## src/rtl/cpu_pkg.sv

```systemverilog
// Shared constants for the MEM stage: control-bit positions, FSM encodings, NOP control.
// Latency: n/a (constants only).
// Backpressure: n/a.
package cpu_pkg;

  // Bit positions inside the 4-bit {RegWrite, MemtoReg, MemRead, MemWrite} control word
  localparam int CTL_REGWRITE = 3;
  localparam int CTL_MEMTOREG = 2;
  localparam int CTL_MEMREAD  = 1;
  localparam int CTL_MEMWRITE = 0;

  // Memory-request FSM encodings
  localparam logic [0:0] ST_IDLE   = 1'b0;
  localparam logic [0:0] ST_ACCESS = 1'b1;

  // Control word of a bubble
  localparam logic [3:0] CTL_NOP = 4'b0000;

  // True when the control word asks for a data-memory access
  function automatic logic is_memop(input logic [3:0] ctrl);
    return ctrl[CTL_MEMREAD] | ctrl[CTL_MEMWRITE];
  endfunction

endpackage

```

## src/rtl/mem_access_stage_if.sv

```systemverilog
// Data-memory req/ack bus between the MEM stage (master) and the data memory (slave).
// Latency: n/a (wires only).
// Backpressure: memory holds off completion by withholding mem_ack_i.
interface mem_access_stage_if #(
  parameter int ADDR_W = 32,
  parameter int DATA_W = 32
);
  logic              mem_req_o;
  logic              mem_we_o;
  logic [ADDR_W-1:0] mem_addr_o;
  logic [DATA_W-1:0] mem_wdata_o;
  logic              mem_ack_i;
  logic [DATA_W-1:0] mem_rdata_i;

  modport master (
    output mem_req_o, mem_we_o, mem_addr_o, mem_wdata_o,
    input  mem_ack_i, mem_rdata_i
  );

  modport slave (
    input  mem_req_o, mem_we_o, mem_addr_o, mem_wdata_o,
    output mem_ack_i, mem_rdata_i
  );
endinterface

```

## src/rtl/mem_req_fsm.sv

```systemverilog
// IDLE/ACCESS sequencer for one outstanding data-memory request; drives stall and mem_req.
// Latency: request rises the edge after issue, drops the edge after ack.
// Backpressure: stall is held from issue until the ack cycle; an issued request cannot be cancelled.
module mem_req_fsm
  import cpu_pkg::*;
(
  input  logic clk_i,
  input  logic rst_i,
  input  logic issue,
  input  logic mem_ack,
  output logic stall,
  output logic mem_req,
  output logic in_access
);

  logic [0:0] state_q;
  logic [0:0] state_d;

  // Next state: leave IDLE on an issued op, return on ack
  always_comb begin
    state_d = state_q;
    case (state_q)
      ST_IDLE:   if (issue)   state_d = ST_ACCESS;
      ST_ACCESS: if (mem_ack) state_d = ST_IDLE;
      default:                state_d = ST_IDLE;
    endcase
  end

  // State and registered request; reset abandons any transaction in flight
  always_ff @(posedge clk_i or negedge rst_i) begin
    if (!rst_i) begin
      state_q <= ST_IDLE;
      mem_req <= 1'b0;
    end else begin
      state_q <= state_d;
      mem_req <= (state_d == ST_ACCESS);
    end
  end

  assign in_access = (state_q == ST_ACCESS);

  // Held low in reset so upstream is never frozen by stale inputs
  assign stall = rst_i & ((~in_access & issue) | (in_access & ~mem_ack));

endmodule

```

## src/rtl/mem_access_stage.sv

```systemverilog
// Pipeline MEM stage: runs loads/stores over a req/ack memory bus, registers results for MEM/WB.
// Latency: non-memory ops 1 cycle; memory ops 2 cycles minimum, +1 per memory wait cycle.
// Backpressure: stall_o holds upstream while an access is outstanding. Optional MEM_MISALIGN_TRAP_EN.
module mem_access_stage
  import cpu_pkg::*;
#(
  parameter int ADDR_W = 32,
  parameter int DATA_W = 32
) (
  input  logic              clk_i,
  input  logic              rst_i,
  input  logic              valid_i,
  input  logic              flush_i,
  input  logic [3:0]        Control_i,
  input  logic [31:0]       Instruction_i,
  input  logic [DATA_W-1:0] ALU_i,
  input  logic [DATA_W-1:0] WriteData_i,
  input  logic [4:0]        RDaddr_i,
  output logic              stall_o,
  mem_access_stage_if.master mem,
  output logic              valid_o,
  output logic [1:0]        Control_o,
  output logic [31:0]       Instruction_o,
  output logic [DATA_W-1:0] Memory_o,
  output logic [DATA_W-1:0] ALU_o,
  output logic [4:0]        RDaddr_o
`ifdef MEM_MISALIGN_TRAP_EN
  ,
  output logic              misalign_o
`endif
);

  logic memop;
  logic misalign;
  logic issue;
  logic in_access;

  logic [DATA_W-1:0] alu_q;
  logic [DATA_W-1:0] wdata_q;
  logic              we_q;
  logic [4:0]        rd_q;
  logic [1:0]        ctrl_q;
  logic [31:0]       instr_q;

  assign memop = valid_i & is_memop(Control_i);

`ifdef MEM_MISALIGN_TRAP_EN
  assign misalign = memop & (ALU_i[1:0] != 2'b00);
`else
  assign misalign = 1'b0;
`endif

  // Only a live, unflushed, aligned memory op starts a bus transaction
  assign issue = memop & ~flush_i & ~misalign;

  mem_req_fsm u_fsm (
    .clk_i     (clk_i),
    .rst_i     (rst_i),
    .issue     (issue),
    .mem_ack   (mem.mem_ack_i),
    .stall     (stall_o),
    .mem_req   (mem.mem_req_o),
    .in_access (in_access)
  );

  // Capture the request fields when an access is launched from IDLE; held until ack
  always_ff @(posedge clk_i or negedge rst_i) begin
    if (!rst_i) begin
      alu_q   <= '0;
      wdata_q <= '0;
      we_q    <= 1'b0;
      rd_q    <= '0;
      ctrl_q  <= '0;
      instr_q <= '0;
    end else if (issue & ~in_access) begin
      alu_q   <= ALU_i;
      wdata_q <= WriteData_i;
      we_q    <= Control_i[CTL_MEMWRITE];  // store wins if both read and write are set
      rd_q    <= RDaddr_i;
      ctrl_q  <= Control_i[CTL_REGWRITE:CTL_MEMTOREG];
      instr_q <= Instruction_i;
    end
  end

  assign mem.mem_we_o    = we_q;
  assign mem.mem_wdata_o = wdata_q;
`ifdef MEM_MISALIGN_TRAP_EN
  assign mem.mem_addr_o  = alu_q[ADDR_W-1:0];
`else
  // Word-aligned bus: the byte offset never reaches the memory
  assign mem.mem_addr_o  = {alu_q[ADDR_W-1:2], 2'b00};
`endif

  // MEM/WB output bank: completed accesses, pass-through ops, or bubbles
  always_ff @(posedge clk_i or negedge rst_i) begin
    if (!rst_i) begin
      valid_o       <= 1'b0;
      Control_o     <= '0;
      Instruction_o <= '0;
      Memory_o      <= '0;
      ALU_o         <= '0;
      RDaddr_o      <= '0;
    end else if (in_access) begin
      if (mem.mem_ack_i) begin
        valid_o       <= 1'b1;
        Control_o     <= ctrl_q;
        Instruction_o <= instr_q;
        Memory_o      <= we_q ? '0 : mem.mem_rdata_i;
        ALU_o         <= alu_q;
        RDaddr_o      <= rd_q;
      end else begin
        valid_o   <= 1'b0;
        Control_o <= CTL_NOP[CTL_REGWRITE:CTL_MEMTOREG];
      end
    end else if (valid_i & ~flush_i & ~issue) begin
      // Non-memory op, or a trapped misaligned op with its register write suppressed
      valid_o       <= 1'b1;
      Control_o     <= {Control_i[CTL_REGWRITE] & ~misalign, Control_i[CTL_MEMTOREG]};
      Instruction_o <= Instruction_i;
      Memory_o      <= '0;
      ALU_o         <= ALU_i;
      RDaddr_o      <= RDaddr_i;
    end else begin
      valid_o   <= 1'b0;
      Control_o <= CTL_NOP[CTL_REGWRITE:CTL_MEMTOREG];
    end
  end

`ifdef MEM_MISALIGN_TRAP_EN
  // One-cycle trap flag alongside the suppressed result
  always_ff @(posedge clk_i or negedge rst_i) begin
    if (!rst_i) misalign_o <= 1'b0;
    else        misalign_o <= ~in_access & misalign & ~flush_i;
  end
`endif

endmodule

```

## src/flat_wrapper.sv

```systemverilog
// flat-port wrapper written by rule: the top's interface ports become plain ports
module mem_access_stage_flat import cpu_pkg::*;
#(
  parameter int ADDR_W = 32,
  parameter int DATA_W = 32
)
  (clk_i, rst_i, valid_i, flush_i, Control_i, Instruction_i, ALU_i, WriteData_i, RDaddr_i, stall_o, valid_o, Control_o, Instruction_o, Memory_o, ALU_o, RDaddr_o, mem_mem_req_o, mem_mem_we_o, mem_mem_addr_o, mem_mem_wdata_o, mem_mem_ack_i, mem_mem_rdata_i);
  mem_access_stage_if #(.ADDR_W(ADDR_W), .DATA_W(DATA_W)) mem_i ();
  input  logic clk_i;
  input  logic rst_i;
  input  logic valid_i;
  input  logic flush_i;
  input  logic [3:0] Control_i;
  input  logic [31:0] Instruction_i;
  input  logic [DATA_W-1:0] ALU_i;
  input  logic [DATA_W-1:0] WriteData_i;
  input  logic [4:0] RDaddr_i;
  output logic stall_o;
  output logic valid_o;
  output logic [1:0] Control_o;
  output logic [31:0] Instruction_o;
  output logic [DATA_W-1:0] Memory_o;
  output logic [DATA_W-1:0] ALU_o;
  output logic [4:0] RDaddr_o;
  output wire logic [$bits(mem_i.mem_req_o)-1:0] mem_mem_req_o;
  output wire logic [$bits(mem_i.mem_we_o)-1:0] mem_mem_we_o;
  output wire logic [$bits(mem_i.mem_addr_o)-1:0] mem_mem_addr_o;
  output wire logic [$bits(mem_i.mem_wdata_o)-1:0] mem_mem_wdata_o;
  input wire logic [$bits(mem_i.mem_ack_i)-1:0] mem_mem_ack_i;
  input wire logic [$bits(mem_i.mem_rdata_i)-1:0] mem_mem_rdata_i;
  assign mem_mem_req_o = mem_i.mem_req_o;
  assign mem_mem_we_o = mem_i.mem_we_o;
  assign mem_mem_addr_o = mem_i.mem_addr_o;
  assign mem_mem_wdata_o = mem_i.mem_wdata_o;
  assign mem_i.mem_ack_i = mem_mem_ack_i;
  assign mem_i.mem_rdata_i = mem_mem_rdata_i;
  mem_access_stage #(.ADDR_W(ADDR_W), .DATA_W(DATA_W)) u_core (.clk_i(clk_i), .rst_i(rst_i), .valid_i(valid_i), .flush_i(flush_i), .Control_i(Control_i), .Instruction_i(Instruction_i), .ALU_i(ALU_i), .WriteData_i(WriteData_i), .RDaddr_i(RDaddr_i), .stall_o(stall_o), .mem(mem_i), .valid_o(valid_o), .Control_o(Control_o), .Instruction_o(Instruction_o), .Memory_o(Memory_o), .ALU_o(ALU_o), .RDaddr_o(RDaddr_o));
endmodule
```

## config.mk

```make
export PLATFORM = sky130hd
export DESIGN_NAME = mem_access_stage_flat
export DESIGN_NICKNAME = d
export VERILOG_FILES = /design/src/rtl/cpu_pkg.sv /design/src/rtl/mem_access_stage_if.sv /design/src/rtl/mem_req_fsm.sv /design/src/rtl/mem_access_stage.sv /design/src/flat_wrapper.sv
export SDC_FILE = /design/constraint.sdc
export NUM_CORES = 1
export LEC_CHECK = 0
export CORE_MARGIN = 2
export CORE_UTILIZATION = 45
export CTS_CLUSTER_DIAMETER = 60
export DETAILED_ROUTE_END_ITERATION = 7
export HOLD_SLACK_MARGIN = 0.05
export PLACE_DENSITY = 0.77
export SYNTH_ARGS = -nofsm -noshare
export SYNTH_HDL_FRONTEND = slang
export SYNTH_SLANG_ARGS = --single-unit
export TNS_END_PERCENT = 30
```

## constraint.sdc

```tcl
create_clock -name clk_i -period 2.2 [get_ports clk_i]
set_input_delay 0.33 -clock clk_i [delete_from_list [all_inputs] [get_ports clk_i]]
set_output_delay 0.33 -clock clk_i [all_outputs]
set_load 0.01 [all_outputs]
```

==> impl_results.md, run 1 <==
- Worst-margin pin slew: 0.694 ns
- Layout cells sized above 1: 0.191
- CTS Sinks: between 200 and 250
- Initial antenna violation count: 0
- CP startpoint: u_core.u_fsm.in_access
- Sequential share of the synthesized area: 0.621
- Slowest CP cell: or3b_4
- Vias: 5910
- Min Tclk post-route: 2.10 ns
- Synth top area cells: dfrtp_1 (62%), mux2_1 (9.4%), o221a_2 (9.2%)
- TritonCTS clock tree: yes
- Status: finished, final reports clean
- CTS H-tree depth: 1
- Layout fillers: 1294
- Dominant cell type by area after synthesis: dfrtp_1
- Slew HR: 0.537
- Unrepaired setup endpoints after global routing: false
- # diodes: 0
- Setup bufs post-CTS: 0
- Buffers on Ports: 310
- Critical path startpoint category: flop
- Final wirelength: 22300 um
- Layout Cells excl Fill: 1103
- Die area: 0.0198 mm^2
- Setup TNS: 0 ns
- Cell variety after synth: 20
- # rows: 50
- Die X: 141 um
- Critical path cell sequence: or3b_4, o22ai_2, and2_1, clkdlybuf4s15_2
- Die height: 141 um
- F_max: 476 MHz
- Max Slew Vio Count: 0
- Reg2Reg Setup Slack: 0.39 ns
- Bufs on Longest Clock Path: 3
- Antenna Nets Post-Route: 0
- Clk Latency, worst-skew pair: 0.49 ns
- P&R area growth vs syn: 46.8%
- GRT Overall Usage: 0.219
- DP HPWL: 15400 um
- P per Cell Area: roughly 1000 mW/mm^2
- First-pass GRT wire length: 35100 um
- Reg-to-reg critical path endpoint: u_core.mem.mem_wdata_o[28]
- Setup Viol. Count Final: 0
- Clock skew: approximately 0.011 ns
- Core region area: 0.0185 mm^2
- Synth warn: 0
- Hold WC Path Type: in -> async
- Io pins: ~310
- Largest stage delay, worst path: 0.41 ns
- Drt drc: 0
- Total CTS buffers: 21
- Max cap viols: 0
- Final Power: 12900 uW
- Starting Density: 0.455
- Multi-input logic area: 0.00279 mm^2
- Syn Area/Cell: 14.7 um^2
- Critical R2R Launch: u_core.u_fsm.in_access
- Critical path endpoint category: output pin
- Final hold viol count: 0
- Crit path arrival time: ~1.8 ns
- Drt first pass iters: 4
- Final Wtd Congestion: 0.807
- Clock slew at reported path FFs: 0.06 ns
- Largest vdd supply drop: 626 uV
- Global route overflow: 0
- DR iter-0 viols: 212
- LEAKAGE: 0.00509 uW
- Gate Count Post-Synth: 573
- Vias per inst: 5.36
- Wire per inst: 20.2 um
- Place WS: -0.258 ns
- Placed cell count: roughly 1100
- Most common cell after layout, fill and taps aside: clkdlybuf4s50_1
- Critical Path RT: 1.87 ns
- Worst Setup EP: stall_o
- Critical path class: reg -> out
- Synth Register Bits: 209
- Worst Setup Slack, final: 0.0976 ns
- Crit-path max FO: 2
- Cell Area, Synth: 0.00842 mm^2
- Sequential cell area: 0.00523 mm^2
- R2R cell count: 5
- Vias in the first global route: 6393
- Most frequent cells in the layout: clkdlybuf4s50_1 (308), dfrtp_1 (209), mux2_1 (70)
- Largest net degree at the start of global routing: 126
- Fin crit share: 0.956
- Post-synth top area share: 0.621
- Root Driver: clkbuf_16
- Final #Nets: roughly 1000
worst max-delay path: cells and delay by family (launching register included):
| family | cells | cell delay [ns] |
|---|---|---|
| compound gates | 1 | 0.13 |
| buf+inv | 1 | 0.22 |
| flops | 1 | 0.38 |
| simple gates | 2 | 0.56 |
layer usage:
layer	vias up	GRT usage	routed length (um)	part of all wire
met3	36	0.0601	1910	0.086
li1	2640	-	-	-
met5	-	0	0	0
met4	0	0.0532	442	0.020
met2	260	0.370	10600	0.48
met1	2974	0.283	9310	0.42
logic make-up after synthesis:
kind of cell | Yosys count | share of synthesized area
and+or+nand+nor | 81 | 0.0599
DFF | 209 | 0.621
AOI/OAI and AO/OA | 106 | 0.130
other | 1 | 0.000445
buffers and inverters | 73 | 0.0504
muxes | 103 | 0.138
per-stage QoR:
stage          instance area [um^2]  hold slack (ns)   util
2_1_floorplan                  8420           0.0344      -
3_3_place_gp                  11600            0.234  0.628
3_5_place_dp                  11600            0.238  0.628
4_1_cts                       12400            0.272  0.667
5_1_grt                       12400            0.305  0.667
6_report                      12400            0.277  0.667
Yosys cell counts, drive strengths merged:
cell type,count
nor3b,1
a22o,35
nor2,3
conb,1
buf,56
nand2,4
mux2,103
o22ai,1
o221a,69
or2,1
dfrtp,209
inv,2
and2,2
clkbuf,15
or3b,1
a21oi,1
nand2b,69
registers in the layout, indices dropped and copies added, names as in the netlist:
signal / flops
u_core.u_fsm.in_access: 1
u_core.ALU_o: 32
u_core.mem.mem_we_o: 1
u_core.instr_q: 32
u_core.valid_o: 1
u_core.ctrl_q: 2
u_core.mem.mem_wdata_o: 32
u_core.alu_q: 32
u_core.Control_o: 2
u_core.RDaddr_o: 5
u_core.rd_q: 5
u_core.Instruction_o: 32
u_core.Memory_o: 32
timing repair:
action	in CTS	in global routing
hold endpoints to repair	29	0
endpoints found under the setup margin	1	0
gates resized for setup	5	0
hold buffers	1	0
worst min path at each step:
stage	from	slack (ns)	depth (start not counted)	to
after CTS	rst_i	0.27	2	u_core.Memory_o[17]
after detailed placement	rst_i	0.24	1	u_core.Memory_o[17]
after global routing	rst_i	0.30	2	u_core.Memory_o[17]
after global placement	rst_i	0.23	1	u_core.Memory_o[17]
after floorplan	rst_i	0.03	0	u_core.ALU_o[0]
final	rst_i	0.28	2	u_core.Memory_o[17]
cell type report:
type / instances / area share
inverters: 2 / 0.000607
flip-flops and latches: 209 / 0.423
multi-input cells: 292 / 0.226
clock inverters: 12 / 0.0112
clock buffers: 26 / 0.0457
well taps: 234 / 0.0237
repair buffers: 328 / 0.270
where the power goes:
group | switching (uW) | internal [uW] | total (uW)
registers | 586 | 4830 | 5420
clock network | 1460 | 2180 | 3640
logic | 1400 | 2450 | 3850
Note: power is estimated with default switching activity, not from simulation.
==> run 2, diff against run 1 <==
--- a/config.mk
+++ b/config.mk
@@ -5,6 +5,7 @@
 export SDC_FILE = /design/constraint.sdc
 export NUM_CORES = 1
 export LEC_CHECK = 0
+export CORE_ASPECT_RATIO = 1.2
 export CORE_MARGIN = 2
 export CORE_UTILIZATION = 45
 export CTS_CLUSTER_DIAMETER = 60
==> run 2 against run 1 <==
Compared with the run above:
- critical path depth unchanged
- wire length down 1.5%
- die area about the same
- clock power up 4%
- cell area up 0.30%
- via count down 0.54%
- setup slack worse by 0.0066 ns
==> impl_results.md, run 2 (synthesis results as in run 1) <==
- Critical path startpoint category: flop
- CTS Sinks: 209
- Switching part of the total: 0.262
- Largest vdd supply drop: 620 uV
- # rows: 54
- Die X: 129 um
- Largest net degree at the start of global routing: 173
- Most frequent cells in the layout: clkdlybuf4s50_1 (308), dfrtp_1 (209), mux2_1 (70)
- Final hold viol count: 0
- Share of total power in sequential cells: 0.416
- F_max: 474 MHz
- Reg2Reg Setup Slack: 0.43 ns
- Final instance area: 0.0124 mm^2
- Clock skew: 0.0107 ns
- Wire per inst: approximately 20 um
- DR iter-0 viols: 378
- Drt drc: 0
- DP HPWL: 15200 um
- Io pins: 313
- R2R cell count: 5
- Buffers on Ports: 310
- LEAKAGE: approximately 0.0051 uW
- Unrepaired setup endpoints after global routing: false
- Final #Nets: 997
- Antenna Nets Post-Route: 0
- Max cap viols: 0
- Vias: slightly below 6000
- Clk pwr share: 0.290
- Vias in the first global route: between 6000 and 7000
- P per Cell Area: ~1100 mW/mm^2
- First-pass GRT wire length: between 30000 and 40000 um
- CTS H-tree depth: 1
- Critical R2R Launch: u_core.u_fsm.in_access
- Clk Latency, worst-skew pair: 0.49 ns
- Status: finished, final reports clean
- Drt first pass iters: 4
- P&R area growth vs syn: 47.2%
- Max Slew Vio Count: 0
- Core region area: 0.0182 mm^2
- Crit path arrival time: 1.78 ns
- Fin crit share: 0.959
- Final Wtd Congestion: around 0.77
- Slew HR: 0.408
- TritonCTS clock tree: yes
- Critical path endpoint category: output pin
- Crit-path max FO: 2
- Switching pwr: approximately 3400 uW
- CP startpoint: u_core.u_fsm.in_access
- Layout cells sized above 1: 0.191
- Most common cell after layout, fill and taps aside: clkdlybuf4s50_1
- Worst Setup EP: stall_o
- Clock slew at reported path FFs: roughly 0.06 ns
- Bufs on Longest Clock Path: 3
- Setup Viol. Count Final: 0
- Util after Layout: 0.680
- # diodes: 0
- Initial antenna violation count: 0
- GRT Overall Usage: 0.218
- Logic pwr share: 0.294
- Min Tclk post-route: 2.11 ns
- Vias per inst: 5.38
- Worst-margin pin slew: 0.887 ns
- Die area: 0.0198 mm^2
- Pint: 9620 uW
- Critical path class: reg -> out
- Critical Path RT: 1.87 ns
- Global route overflow: 0
- Reg-to-reg critical path endpoint: u_core.RDaddr_o[1]
- Total CTS buffers: 22
- Hold WC Path Type: in -> reg
- Setup bufs post-CTS: 0
- Final wirelength: 21900 um
- DP Area: 0.0116 mm^2
- Starting Density: 0.462
- Die height: 154 um
- Root Driver: clkbuf_16
## run 2: timing repair
action,4_1_cts,5_1_grt
cloned,0,0
endpoints found under the setup margin,1,1
hold buffers,1,0
hold endpoints to repair,37,0
resized for setup,5,0
pin swaps,0,1
## run 2: layer usage
| metal | global-route usage | share of wire | vias to the layer above | routed length [um] |
|---|---|---|---|---|
| met4 | 0.0507 | 0.017 | 0 | 378 |
| met2 | 0.378 | 0.49 | 288 | 10900 |
| li1 | - | - | 2632 | - |
| met1 | 0.260 | 0.38 | 2922 | 8340 |
| met3 | 0.0772 | 0.11 | 36 | 2360 |
| met5 | 0 | 0 | - | 0 |
## run 2: how the worst min path moves through the flow
stage / from / endpoint / slack [ns] / cells after the start
finish: WriteData_i[9] / u_core.mem.mem_wdata_o[9] / 0.43 / 2
floorplan: rst_i / u_core.ALU_o[0] / 0.03 / 0
detailed placement: u_core.instr_q[3] / u_core.instr_q[3] / 0.47 / 1
global placement: u_core.instr_q[2] / u_core.instr_q[2] / 0.46 / 1
global route: WriteData_i[9] / u_core.mem.mem_wdata_o[9] / 0.41 / 2
CTS: WriteData_i[11] / u_core.mem.mem_wdata_o[11] / 0.41 / 2
## run 2: final cells by class
type | instances | area [um^2]
clock buffers | 32 | 669
clock inverters | 6 | 83.8
fillers | 1268 | 5850
inverters | 2 | 7.51
multi-input cells | 292 | 2790
flip-flops and latches | 209 | 5230
well taps | 224 | 280
repair buffers | 328 | 3330
## run 2: stage by stage
stage / instances / setup TNS, ns / setup WS, ns / total power, uW / hold slack, ns
6_report: 1093 / 0 / 0.0910 / 13000 / 0.428
5_1_grt: 1093 / 0 / 0.0103 / 13600 / 0.414
4_1_cts: 1093 / 0 / 0.0507 / 13200 / 0.414
3_5_place_dp: 1054 / -0.302 / -0.302 / 9320 / 0.473
3_3_place_gp: 1054 / -0.240 / -0.240 / 9200 / 0.465
2_1_floorplan: 574 / 0 / 0.569 / 7070 / 0.0344
## run 2: power by group through the flow
stage                     Clock [uW]  Combinational [uW]  Sequential [uW]
final                           3780                3830             5410
after global routing            4030                4080             5540
after CTS                       3870                3890             5420
after detailed placement           0                3860             5460
after global placement             0                3790             5410
after floorplan                    0                1400             5670
## run 2: critical path, cell delays in order (launching register included)
cell and delay [ns]:
dfrtp_1 0.39, or3b_4 0.41, o22ai_2 0.12, and2_1 0.15, clkdlybuf4s15_2 0.22
==> run 3, diff against run 2 <==
--- a/config.mk
+++ b/config.mk
@@ -7,11 +7,11 @@
 export LEC_CHECK = 0
 export CORE_ASPECT_RATIO = 1.2
 export CORE_MARGIN = 2
-export CORE_UTILIZATION = 45
+export CORE_UTILIZATION = 40
 export CTS_CLUSTER_DIAMETER = 60
 export DETAILED_ROUTE_END_ITERATION = 7
 export HOLD_SLACK_MARGIN = 0.05
-export PLACE_DENSITY = 0.77
+export PLACE_DENSITY = 0.69
 export SYNTH_ARGS = -nofsm -noshare
 export SYNTH_HDL_FRONTEND = slang
 export SYNTH_SLANG_ARGS = --single-unit
==> run 3 against run 2 <==
Compared with the run above:
- register-to-register slack about the same
- combinational power about the same
- via count increased by 0.44%
- cell count increased by 3.8%
- wire length increased by 1.4%
- global-route usage decreased by 2.0 points
- worst hold slack improved by 0.0051 ns
- core utilization decreased by 8.5 points
- first-iteration DRC count decreased by 21%
==> impl_results.md, run 3 (synthesis results as in run 1) <==
- Most frequent cells in the layout: clkdlybuf4s50_1 (308), dfrtp_1 (209), mux2_1 (70)
- Final hold viol count: 0
- Clock skew: 0.0143 ns
- Clock slew at reported path FFs: 0.06 ns
- Final instance area: 0.0124 mm^2
- Bufs on Longest Clock Path: 3
- Initial antenna violation count: 0
- Place WS: -0.257 ns
- Core region area: roughly 0.021 mm^2
- P per Cell Area: 1050 mW/mm^2
- Slew HR: 0.403
- Total CTS buffers: 21
- CTS H-tree depth: 1
- Vias: 5904
- R2R cell count: 5
- Layout cells sized above 1: 0.185
- Unrepaired setup endpoints after global routing: false
- Max Slew Vio Count: 0
- Min Tclk post-route: 2.10 ns
- Multi-input logic area: 0.00279 mm^2
- Die X: 136 um
- Antenna Nets Post-Route: 0
- Final #Nets: 992
- LEAKAGE: about 0.005 uW
- Die height: 163 um
- Buffers on Ports: 310
- Io pins: 313
- Largest net degree at the start of global routing: 168
- Die area: 0.0222 mm^2
- # diodes: 0
- DP HPWL: 14700 um
- Setup Viol. Count Final: 0
- Min Hold Slack: 0.433 ns
- P&R area growth vs syn: 47.2%
- DP Area: 0.0116 mm^2
- Hold WC Path Type: in -> reg
- Status: finished, final reports clean
- Starting Density: 0.404
- DR iter-0 viols: 300
- Global route overflow: 0
- Most common cell after layout, fill and taps aside: clkdlybuf4s50_1
- Drt drc: 0
- GRT Overall Usage: 0.198
- Vias in the first global route: ~6400
- Vias per inst: ~5.2
- Critical Path RT: about 1.9 ns
- Wire per inst: 19.6 um
- Final Wtd Congestion: between 0.7 and 0.8
- # rows: 58
- Worst-margin pin slew: a little under 0.9 ns
- F_max: 475 MHz
- TritonCTS clock tree: yes
- Critical path class: reg -> out
- First-pass GRT wire length: 34900 um
- Fin crit share: 0.956
- Sequential cell area: 0.00523 mm^2
- Setup bufs post-CTS: 0
- Critical path startpoint category: flop
- Util after Layout: 0.595
- Root Driver: clkbuf_16
- Critical path endpoint category: output pin
- Largest vdd supply drop: 609 uV
- Final wirelength: 22200 um
- Max cap viols: 0
- Layout Cells excl Fill: approximately 1100
- Hold path depth: 2
- Drt first pass iters: 4
- Crit path arrival time: 1.77 ns
- Clk Latency, worst-skew pair: approximately 0.49 ns
- Placed cell count: 1096
- Worst Setup Slack, final: around 0.096 ns
- CTS Sinks: 209
- Crit-path max FO: 2
- Layout fillers: 1555
run 3: cell types whose count changed in the layout (fill, tap and decap cells not counted):
cell | before | now
buf_4 | 10 | 7
clkbuf_16 | 23 | 21
clkinv_2 | 3 | 1
buf_12 | 7 | 6
bufinv_16 | 2 | 3
clkbuf_1 | 3 | 4
clkinv_4 | 1 | 0
clkinvlp_4 | 0 | 1
inv_6 | 0 | 1
run 3: per-layer routing:
metal,wire (um),track usage,share of wire
met1,8530,0.233,0.38
met5,0,0,0
met2,11000,0.342,0.50
met3,2100,0.0650,0.095
met4,581,0.0634,0.026
run 3: worst max-delay path, stage by stage (launching register included):
cell             delay, ns
dfrtp_1               0.38
or3b_4                0.41
o22ai_2               0.13
and2_1                0.14
clkdlybuf4s15_2       0.22
run 3: worst paths after layout:
| kind | endpoint | from | slack [ns] |
|---|---|---|---|
| max | stall_o | u_core.u_fsm.in_access | 0.1 |
| min | u_core.Memory_o[16] | mem_mem_rdata_i[16] | 0.43 |
| max reg2reg | u_core.mem.mem_wdata_o[8] | u_core.u_fsm.in_access | 0.42 |
| min reg2reg | u_core.instr_q[1] | u_core.instr_q[1] | 0.48 |
| max in group asynchronous | u_core.ALU_o[15] | rst_i | 0.92 |
| min in group asynchronous | u_core.Instruction_o[19] | rst_i | 0.53 |
run 3: what timing repair did:
item,CTS,global route
hold endpoints to repair,42,0
endpoints found under the setup margin,1,1
pin swaps,1,1
gates resized for setup,4,1
hold buffers,1,0
run 3: cell type report:
cell class                      instances  area share
Inverter                                2    0.000606
Multi-Input combinational cell        292       0.225
Clock inverter                          6     0.00899
Sequential cell                       209       0.422
Timing Repair Buffer                  324       0.266
Clock buffer                           31      0.0503
Tap cell                              270      0.0273
run 3: metrics by stage:
step	TNS, ns	power (uW)
after floorplan	0	7070
after global placement	-0.234	9180
after detailed placement	-0.257	9330
after CTS	0	13200
after global routing	0	13700
final	0	13000
run 3: report_power, final:
part           switching, uW  internal [uW]  total (uW)
logic                   1390           2440        3820
registers                592           4830        5420
clock network           1470           2320        3780
total                   3440           9580       13000
